### src/rtl/rom_loader_if.sv
// rom_loader_if: groups the host download stream, the SDRAM write port and the loader
// status outputs into one bundle.
//   master : the loader (drives ioctl_wait, sdram_wr/clkref/waddr/din, status outputs)
//   slave  : host + SDRAM controller side (drives ioctl_*, sdram_wr_rdy)
// Signals:
//   ioctl_download, ioctl_wr, ioctl_addr[24:0], ioctl_dout[7:0], ioctl_wait
//   sdram_wr, sdram_clkref, sdram_waddr[24:0], sdram_din[15:0], sdram_wr_rdy
//   load_done, words_written[23:0], checksum[15:0]
interface rom_loader_if;
  logic        ioctl_download;
  logic        ioctl_wr;
  logic [24:0] ioctl_addr;
  logic [7:0]  ioctl_dout;
  logic        ioctl_wait;
  logic        sdram_wr;
  logic        sdram_clkref;
  logic [24:0] sdram_waddr;
  logic [15:0] sdram_din;
  logic        sdram_wr_rdy;
  logic        load_done;
  logic [23:0] words_written;
  logic [15:0] checksum;

  modport master (
    input  ioctl_download, ioctl_wr, ioctl_addr, ioctl_dout, sdram_wr_rdy,
    output ioctl_wait, sdram_wr, sdram_clkref, sdram_waddr, sdram_din,
    output load_done, words_written, checksum
  );

  modport slave (
    output ioctl_download, ioctl_wr, ioctl_addr, ioctl_dout, sdram_wr_rdy,
    input  ioctl_wait, sdram_wr, sdram_clkref, sdram_waddr, sdram_din,
    input  load_done, words_written, checksum
  );
endinterface

### src/rtl/rom_loader.sv
// rom_loader: packs the 8-bit host download stream into 16-bit little-endian words and
// writes them to SDRAM through a request/ready port. Runs entirely in the SDRAM clock domain.
// Ports:
//   sdram_clk : clock (rising edge)
//   reset     : synchronous, active-high
//   ldr_io    : rom_loader_if.master (download stream, SDRAM write port, status)
// Parameters:
//   BASE_ADDR : byte offset added to ioctl_addr
//   PAD_BYTE  : fill for the missing half of an incomplete word
// Optional feature: define LOADER_CHECKSUM_EN to enable the 16-bit running sum of
// accepted words; otherwise checksum is tied to zero.
module rom_loader #(
  parameter logic [24:0] BASE_ADDR = 25'h0000000,
  parameter logic [7:0]  PAD_BYTE  = 8'hFF
) (
  input logic          sdram_clk,
  input logic          reset,
  rom_loader_if.master ldr_io
);

  typedef enum logic [1:0] {StIdle, StFill, StWrite, StDone} state_e;

  state_e      state_q;
  logic        dl_q;
  logic        wait_q, wr_q, clkref_q, load_done_q;
  logic [24:0] waddr_q;
  logic [15:0] din_q;
  logic [23:0] words_q;
  // One-entry side register for a byte that arrived while a held byte had to be flushed.
  logic        side_valid_q, side_odd_q;
  logic [7:0]  side_byte_q;
  logic [24:0] side_addr_q;
  // FILL holding an already formed {odd, PAD} word that must be requested next cycle.
  logic        odd_hold_q;
  // Download ended while a write was still in flight.
  logic        done_pend_q;
`ifdef LOADER_CHECKSUM_EN
  logic [15:0] csum_q;
`endif

  logic        rise, fall, byte_acc, byte_odd, accept;
  logic [24:0] word_addr;

  assign rise      = ldr_io.ioctl_download & ~dl_q;
  assign fall      = ~ldr_io.ioctl_download & dl_q;
  assign byte_acc  = ldr_io.ioctl_download & ldr_io.ioctl_wr & ~wait_q;
  assign byte_odd  = ldr_io.ioctl_addr[0];
  assign word_addr = (ldr_io.ioctl_addr + BASE_ADDR) & ~25'd1;
  assign accept    = wr_q & ldr_io.sdram_wr_rdy;

  always_ff @(posedge sdram_clk) begin
    if (reset) begin
      state_q      <= StIdle;
      dl_q         <= 1'b0;
      wait_q       <= 1'b0;
      wr_q         <= 1'b0;
      clkref_q     <= 1'b0;
      load_done_q  <= 1'b0;
      waddr_q      <= '0;
      din_q        <= '0;
      words_q      <= '0;
      side_valid_q <= 1'b0;
      side_odd_q   <= 1'b0;
      side_byte_q  <= '0;
      side_addr_q  <= '0;
      odd_hold_q   <= 1'b0;
      done_pend_q  <= 1'b0;
`ifdef LOADER_CHECKSUM_EN
      csum_q       <= '0;
`endif
    end else begin
      dl_q     <= ldr_io.ioctl_download;
      clkref_q <= 1'b0;
      if (rise) begin
        // New image: abandon anything in flight and restart the counters.
        state_q      <= StIdle;
        load_done_q  <= 1'b0;
        words_q      <= '0;
        wait_q       <= 1'b0;
        wr_q         <= 1'b0;
        side_valid_q <= 1'b0;
        odd_hold_q   <= 1'b0;
        done_pend_q  <= 1'b0;
`ifdef LOADER_CHECKSUM_EN
        csum_q       <= '0;
`endif
      end else begin
        unique case (state_q)
          StIdle: begin
            if (fall) begin
              // load_done follows one cycle later, from StDone.
              state_q <= StDone;
            end else if (byte_acc) begin
              waddr_q <= word_addr;
              if (!byte_odd) begin
                din_q[7:0] <= ldr_io.ioctl_dout;
                state_q    <= StFill;
              end else begin
                din_q    <= {ldr_io.ioctl_dout, PAD_BYTE};
                wr_q     <= 1'b1;
                clkref_q <= 1'b1;
                wait_q   <= 1'b1;
                state_q  <= StWrite;
              end
            end
          end

          StFill: begin
            if (odd_hold_q) begin
              if (fall) done_pend_q <= 1'b1;
              odd_hold_q <= 1'b0;
              wr_q       <= 1'b1;
              clkref_q   <= 1'b1;
              wait_q     <= 1'b1;
              state_q    <= StWrite;
            end else if (fall || done_pend_q) begin
              din_q[15:8] <= PAD_BYTE;
              done_pend_q <= 1'b1;
              wr_q        <= 1'b1;
              clkref_q    <= 1'b1;
              wait_q      <= 1'b1;
              state_q     <= StWrite;
            end else if (byte_acc) begin
              wr_q     <= 1'b1;
              clkref_q <= 1'b1;
              wait_q   <= 1'b1;
              state_q  <= StWrite;
              if (byte_odd && (word_addr == waddr_q)) begin
                din_q[15:8] <= ldr_io.ioctl_dout;
              end else begin
                // Flush the held byte padded; park the new byte until the flush lands.
                din_q[15:8]  <= PAD_BYTE;
                side_valid_q <= 1'b1;
                side_odd_q   <= byte_odd;
                side_byte_q  <= ldr_io.ioctl_dout;
                side_addr_q  <= word_addr;
              end
            end
          end

          StWrite: begin
            if (fall) done_pend_q <= 1'b1;
            if (accept) begin
              words_q <= words_q + 24'd1;
`ifdef LOADER_CHECKSUM_EN
              csum_q  <= csum_q + din_q;
`endif
              wr_q    <= 1'b0;
              wait_q  <= 1'b0;
              if (side_valid_q) begin
                side_valid_q <= 1'b0;
                waddr_q      <= side_addr_q;
                state_q      <= StFill;
                if (side_odd_q) begin
                  din_q      <= {side_byte_q, PAD_BYTE};
                  odd_hold_q <= 1'b1;
                  wait_q     <= 1'b1;
                end else begin
                  din_q[7:0] <= side_byte_q;
                end
              end else if (done_pend_q || fall) begin
                done_pend_q <= 1'b0;
                load_done_q <= 1'b1;
                state_q     <= StDone;
              end else begin
                state_q <= StIdle;
              end
            end
          end

          StDone: begin
            load_done_q <= 1'b1;
          end

          default: state_q <= StIdle;
        endcase
      end
    end
  end

  assign ldr_io.ioctl_wait    = wait_q;
  assign ldr_io.sdram_wr      = wr_q;
  assign ldr_io.sdram_clkref  = clkref_q;
  assign ldr_io.sdram_waddr   = waddr_q;
  assign ldr_io.sdram_din     = din_q;
  assign ldr_io.load_done     = load_done_q;
  assign ldr_io.words_written = words_q;
`ifdef LOADER_CHECKSUM_EN
  assign ldr_io.checksum      = csum_q;
`else
  assign ldr_io.checksum      = 16'h0000;
`endif

endmodule

### src/flat_wrapper.sv
// flat-port wrapper written by rule: the top's interface ports become plain ports
module rom_loader_flat 
#(
  parameter logic [24:0] BASE_ADDR = 25'h0000000,
  parameter logic [7:0]  PAD_BYTE  = 8'hFF
)
  (sdram_clk, reset, ldr_io_ioctl_download, ldr_io_ioctl_wr, ldr_io_ioctl_addr, ldr_io_ioctl_dout, ldr_io_sdram_wr_rdy, ldr_io_ioctl_wait, ldr_io_sdram_wr, ldr_io_sdram_clkref, ldr_io_sdram_waddr, ldr_io_sdram_din, ldr_io_load_done, ldr_io_words_written, ldr_io_checksum);
  rom_loader_if ldr_io_i ();
  input logic sdram_clk;
  input logic reset;
  input wire logic [$bits(ldr_io_i.ioctl_download)-1:0] ldr_io_ioctl_download;
  input wire logic [$bits(ldr_io_i.ioctl_wr)-1:0] ldr_io_ioctl_wr;
  input wire logic [$bits(ldr_io_i.ioctl_addr)-1:0] ldr_io_ioctl_addr;
  input wire logic [$bits(ldr_io_i.ioctl_dout)-1:0] ldr_io_ioctl_dout;
  input wire logic [$bits(ldr_io_i.sdram_wr_rdy)-1:0] ldr_io_sdram_wr_rdy;
  output wire logic [$bits(ldr_io_i.ioctl_wait)-1:0] ldr_io_ioctl_wait;
  output wire logic [$bits(ldr_io_i.sdram_wr)-1:0] ldr_io_sdram_wr;
  output wire logic [$bits(ldr_io_i.sdram_clkref)-1:0] ldr_io_sdram_clkref;
  output wire logic [$bits(ldr_io_i.sdram_waddr)-1:0] ldr_io_sdram_waddr;
  output wire logic [$bits(ldr_io_i.sdram_din)-1:0] ldr_io_sdram_din;
  output wire logic [$bits(ldr_io_i.load_done)-1:0] ldr_io_load_done;
  output wire logic [$bits(ldr_io_i.words_written)-1:0] ldr_io_words_written;
  output wire logic [$bits(ldr_io_i.checksum)-1:0] ldr_io_checksum;
  assign ldr_io_i.ioctl_download = ldr_io_ioctl_download;
  assign ldr_io_i.ioctl_wr = ldr_io_ioctl_wr;
  assign ldr_io_i.ioctl_addr = ldr_io_ioctl_addr;
  assign ldr_io_i.ioctl_dout = ldr_io_ioctl_dout;
  assign ldr_io_i.sdram_wr_rdy = ldr_io_sdram_wr_rdy;
  assign ldr_io_ioctl_wait = ldr_io_i.ioctl_wait;
  assign ldr_io_sdram_wr = ldr_io_i.sdram_wr;
  assign ldr_io_sdram_clkref = ldr_io_i.sdram_clkref;
  assign ldr_io_sdram_waddr = ldr_io_i.sdram_waddr;
  assign ldr_io_sdram_din = ldr_io_i.sdram_din;
  assign ldr_io_load_done = ldr_io_i.load_done;
  assign ldr_io_words_written = ldr_io_i.words_written;
  assign ldr_io_checksum = ldr_io_i.checksum;
  rom_loader #(.BASE_ADDR(BASE_ADDR), .PAD_BYTE(PAD_BYTE)) u_core (.sdram_clk(sdram_clk), .reset(reset), .ldr_io(ldr_io_i));
endmodule
### config.mk
export PLATFORM = sky130hd
export DESIGN_NAME = rom_loader_flat
export DESIGN_NICKNAME = d
export VERILOG_FILES = /design/src/rtl/rom_loader_if.sv /design/src/rtl/rom_loader.sv /design/src/flat_wrapper.sv
export SDC_FILE = /design/constraint.sdc
export NUM_CORES = 1
export LEC_CHECK = 0
export ABC_CLOCK_PERIOD_IN_PS = 4800
export BUFFER_PORTS_ARGS = -buffer_cell sky130_fd_sc_hd__buf_2
export CORE_ASPECT_RATIO = 2
export CORE_MARGIN = 2
export CORE_UTILIZATION = 50
export CTS_BUF_LIST = sky130_fd_sc_hd__clkbuf_8
export DETAILED_ROUTE_END_ITERATION = 7
export PLACE_DENSITY = 0.79
export SYNTH_ARGS = -nofsm -noshare
export SYNTH_HDL_FRONTEND = slang
export SYNTH_SLANG_ARGS = --single-unit
### constraint.sdc
create_clock -name sdram_clk -period 4.8 [get_ports sdram_clk]
set_clock_uncertainty 0.15 [all_clocks]
set_input_delay 0.48 -clock sdram_clk [delete_from_list [all_inputs] [get_ports sdram_clk]]
set_output_delay 0.48 -clock sdram_clk [all_outputs]
set_load 0.005 [all_outputs]
; After elaboration in Yosys (flattened, before gate mapping)
; Index checks and enable logic that the tools add are counted.
[word_totals]
inputBits = 38
reg_bits = 108
[op_classes]
addsub = 1
n_eq_ne = 20
muxes = 67
n_bitwise = 12
reduce_logical = 18
[op_table]
columns = cell, count
row1 = $mux 25, 4
row2 = $mux 16, 4
row3 = $mux 8, 8
row4 = $pmux 25 s2, 1
row5 = $mux 1, 31
row6 = $eq 25x25->1, 1
row7 = $add 24x1->24 const B, 1
row8 = $pmux 8 s3, 1
row9 = $reduce_and 6->1, 4
row10 = $mux 2, 9
row11 = $pmux 8 s2, 1
row12 = $ne 2x1->1 const B, 6
row13 = $ne 2x2->1 const B, 6
row14 = $reduce_and 4->1, 3
row15 = $pmux 1 s2, 5
row16 = $reduce_and 10->1, 1
row17 = $ne 3x1->1 const B, 3
row18 = $not 1->1, 7
row19 = $pmux 1 s3, 2
row20 = $pmux 2 s3, 1
row21 = $reduce_bool 2->1, 3
row22 = $and 1x1->1, 5
row23 = $eq 2x2->1 const B, 2
row24 = $ne 4x1->1 const B, 1
row25 = other kinds (7), 8

; Logic depth before layout (Yosys ltp)
[depth]
word_depth = 7
ltp_mapped = 10

; Least setup slack after synthesis
; No wires, ideal clock.
[synth_timing]
path_type = reg2reg
startpoint = register u_core.state_q[0]
endpoint = register u_core.din_q[9], in the netlist u_core.ldr_io.sdram_din[9]
path_stages_with_launch = 10
path_slack_ps = 2627
arrival_ps = 1964
setup_ps = 59
t_required_ps = 4591
cell_sequence = dfxtp_1 > inv_1 > ha_1 > buf_2 > a21o_1 > a2111oi_4 > buf_6 > nor2_1 > a311oi_1 > o31a_1
[synth_between]
elab_chain_len = 3
elab_cells_between_ends = 14
classes_between = eq/ne: 10 / mux: 1 / reduce/logical: 3
[synth_rtl]
columns = element, line_no
row1 = from (decl), rom_loader.sv:23  ; state_e state_q;
row2 = from (signal assigned), rom_loader.sv:53  ; state_q <= StIdle;
row3 = from (signal assigned), rom_loader.sv:76  ; state_q <= StIdle;
row4 = from (signal assigned), rom_loader.sv:92  ; state_q <= StDone;
row5 = "$eq 2x1->1, or another cell as far along", rom_loader.sv:88  ; unique case (state_q)
row6 = "$ne 3x1->1 (no line), or another cell as far along", --
row7 = $reduce_and 10->1 (no line), --
row8 = to (signal assigned), rom_loader.sv:99  ; din_q <= {ldr_io.ioctl_dout, PAD_BYTE};
row9 = to (signal assigned), rom_loader.sv:129  ; din_q[15:8] <= ldr_io.ioctl_dout;
row10 = to (signal assigned), rom_loader.sv:155  ; din_q <= {side_byte_q, PAD_BYTE};
row11 = to (decl), rom_loader.sv:27  ; logic [15:0] din_q;
; Parallel ways exist; a longest one is shown, timed or not.
; A chain may end at the register's enable or synchronous reset.

; Final worst setup path
[layout_timing]
startpoint = register u_core.state_q[1]
endpoint = register u_core.words_q[19], in the netlist u_core.ldr_io.words_written[19]
[layout_between]
elab_chain_len = 2
[layout_rtl]
columns = element, line_no
row1 = $eq 2x2->1, rom_loader.sv:88
row2 = $reduce_and 2->1 (no line), --
row3 = to (signal assigned), rom_loader.sv:144  ; words_q <= words_q + 24'd1;
row4 = to (decl), rom_loader.sv:28  ; logic [23:0] words_q;
; Every way passes these cells.

==> summary.md <==
| Metric | Value |
|---|---|
| Ys async rst share | `0` |
| Synth warn | `0` |
| R2R cell count | `7` |
| Leak | `between 2 and 2.5 nW` |
| Pwr dens | `around 310 nW/um^2` |
| Pin count of the biggest net entering global routing | `76` |
| Clk_lat worst skew | `about 0.37 ns` |
| Synthesized area per cell | `between 8 and 9 sq um` |
| Layout area overhead | `13.09%` |
| Initial DRC Count | `just under 200` |
| Finish-stage setup viols | `0` |
| Tmin final | `3.057 ns` |
| Buffers on Ports | `~110` |
| Setup Buffers After CTS | `0` |
| Detailed Routing Iterations Pass 1 | `4` |
| Slew Limit Headroom | `0.2764` |
| Leading cell type in the layout, fill and taps excluded | `dfxtp_1` |
| Row Count | `between 50 and 60` |
| DP HPWL | `9323 um` |
| GRT Total Usage | `0.2254` |
| Total of max-cap violations | `0` |
| H-tree depth | `3` |
| Sequential cell area fraction in the yosys report | `0.4097` |
| Die W | `between 70 and 80 um` |
| Mapped Cells | `597` |
| Global-route wire length before repair | `about 21000 um` |
| Vias | `4503` |
| Pwr Total | `0.001852 W` |
| Setup TNS | `0 ns` |
| Via-to-Cell Ratio | `between 5 and 6` |
| I/O pin total | `around 120` |
| Total CTS buffers | `9` |
| Hold Vio Cnt, Final | `0` |
| Slew Limit Fails | `0` |
| Status | `finished clean` |
| Clock Path Buffers | `2` |
| Max Fclk | `around 0.33 GHz` |
| Clk slew on worst S/H paths | `0.10 ns` |
| Antenna fix cells | `0` |
| Root Driver | `clkbuf_8` |
| Grt total ovfl | `0` |
| Post-synth top flop | `dfxtp_1` |
| Initial Util | `0.5152` |
| CTS tree | `done` |
| Post-synth EDFFs | `0` |
| Vias in the first global route | `4422` |
| Final Worst Setup Slack | `around 1.7 ns` |
| Placed cell count | `803` |
| CP startpoint kind | `flop` |
| Yosys reg bits | `approximately 110` |
| Die area | `between 10000 and 15000 sq um` |
| Layout Utilization | `0.5826` |
| Crit Path Class | `flop to flop` |
| Cts hold-fix bufs | `0` |
| Antenna viol nets, final | `0` |
| Worst-Margin Slew | `1.085 ns` |
| Unrepaired setup endpoints after global routing | `no` |
| Nets | `roughly 720` |
| Die Span Y | `between 100 and 150 um` |
| GP Congestion | `between 0.8 and 0.9` |
| Antenna violations before repair | `0` |
| Pre-CTS WS | `between 1.5 and 2 ns` |
| Core area | `10150 sq um` |
| Commonest cells after routing, fill and taps aside | `dfxtp_1, buf_2, nor2_1` |
| # DRC | `0` |
| VDD IR-drop max | `between 200 and 300 uV` |
| Final cell count without fillers | `approximately 820` |
| Worst Path Arrival | `about 3.1 ns` |
| Data required time of the critical path | `4.89 ns` |
| Clk sink count | `approximately 110` |
| Layout cells sized above 1 | `0.1959` |
| Final period util | `0.6370` |
| Max FO, Critical Path | `17` |
| Hold Path Class | `primary input to flop` |
| Mapped Area | `about 5200 sq um` |
| Wire per inst | `about 16 um` |
| Post-CTS sizing | `0` |
| Drt total wl | `approximately 13000 um` |
| Crit end category | `flop` |
| Hold Path Depth | `2` |
| Netlist cell types | `between 40 and 50` |
## registers in the layout (all words and copies together), names as in the netlist, 2 cells and up
signal / flops
u_core.side_byte_q: 8
u_core.ldr_io.sdram_din: 16
u_core.ldr_io.words_written: 24
u_core.ldr_io.sdram_waddr: 24
u_core.state_q: 2
u_core.side_addr_q: 24
## report_power, final
part / total [W] / internal (W) / switching, W
Combinational: 0.000375 / 0.000155 / 0.000221
Clock: 0.000507 / 0.000203 / 0.000304
Sequential: 0.000969 / 0.000932 / 0.0000368
## path summary, 6_finish.rpt
path | from | end | slack, ns
worst max-delay path | u_core.state_q[1] | u_core.ldr_io.words_written[19] | 1.74
worst min-delay path | ldr_io_ioctl_dout[2] | u_core.ldr_io.sdram_din[10] | 0.22
worst max register to register | u_core.state_q[1] | u_core.ldr_io.words_written[19] | 1.74
worst min register to register | u_core.ldr_io.sdram_din[4] | u_core.ldr_io.sdram_din[4] | 0.31
## cell type report
type                       count  area [sq um]
timing repair buffer         109         555.5
sequential                   107          2142
multi-input combinational    437          2814
clock buffer                  10         137.6
inverter                      15         56.30
fill                         938          4237
clock inverter                 6         38.79
tap                          135         168.9
## cells in the mapped netlist (12+ instances only)
library cell / n / area share
nor2_1: 98 / 0.070
clkbuf_1: 26 / 0.019
o21ai_0: 15 / 0.014
xnor2_1: 24 / 0.040
or3_1: 15 / 0.018
inv_1: 15 / 0.011
mux2i_1: 61 / 0.12
nand4_1: 16 / 0.019
xor2_1: 14 / 0.023
buf_4: 21 / 0.030
dfxtp_1: 107 / 0.41
a21oi_1: 21 / 0.020
nand3_1: 12 / 0.011
a211oi_1: 25 / 0.036
nand2_1: 48 / 0.034
## cells by family after synthesis
logic type | share of synthesized area
AOI/OAI and AO/OA | 0.1393
muxes | 0.1189
other | 0.0007172
DFF | 0.4097
adders and majority gates | 0.01436
buffers and inverters | 0.06724
and+or+nand+nor | 0.1862
xor gates and xnor gates | 0.06365
## metal layers
metal / up-vias / share of wire / global-route usage
li1: 2224 / - / -
met1: 2109 / 0.38 / 0.2326
met2: 130 / 0.53 / 0.4208
met3: 40 / 0.046 / 0.04794
met4: 0 / 0.048 / 0.1182
met5: - / 0 / 0
## stage by stage
stage	hold WS, ns	cell area, sq um
after floorplan	0.3027	5289
after global placement	0.2949	5737
after detailed placement	0.3003	5737
after CTS	0.2058	5913
after global routing	0.2208	5913
final	0.2228	5913
## worst max-delay path, cell delays in order (launching register included)
cell	delay [ns]
dfxtp_1	0.43
ha_2	0.51
and3_1	0.48
nand4_1	0.34
nor4_2	0.57
nand4_1	0.20
xor2_1	0.17
nor2_1	0.06
Power figures use the tool's default switching activity.
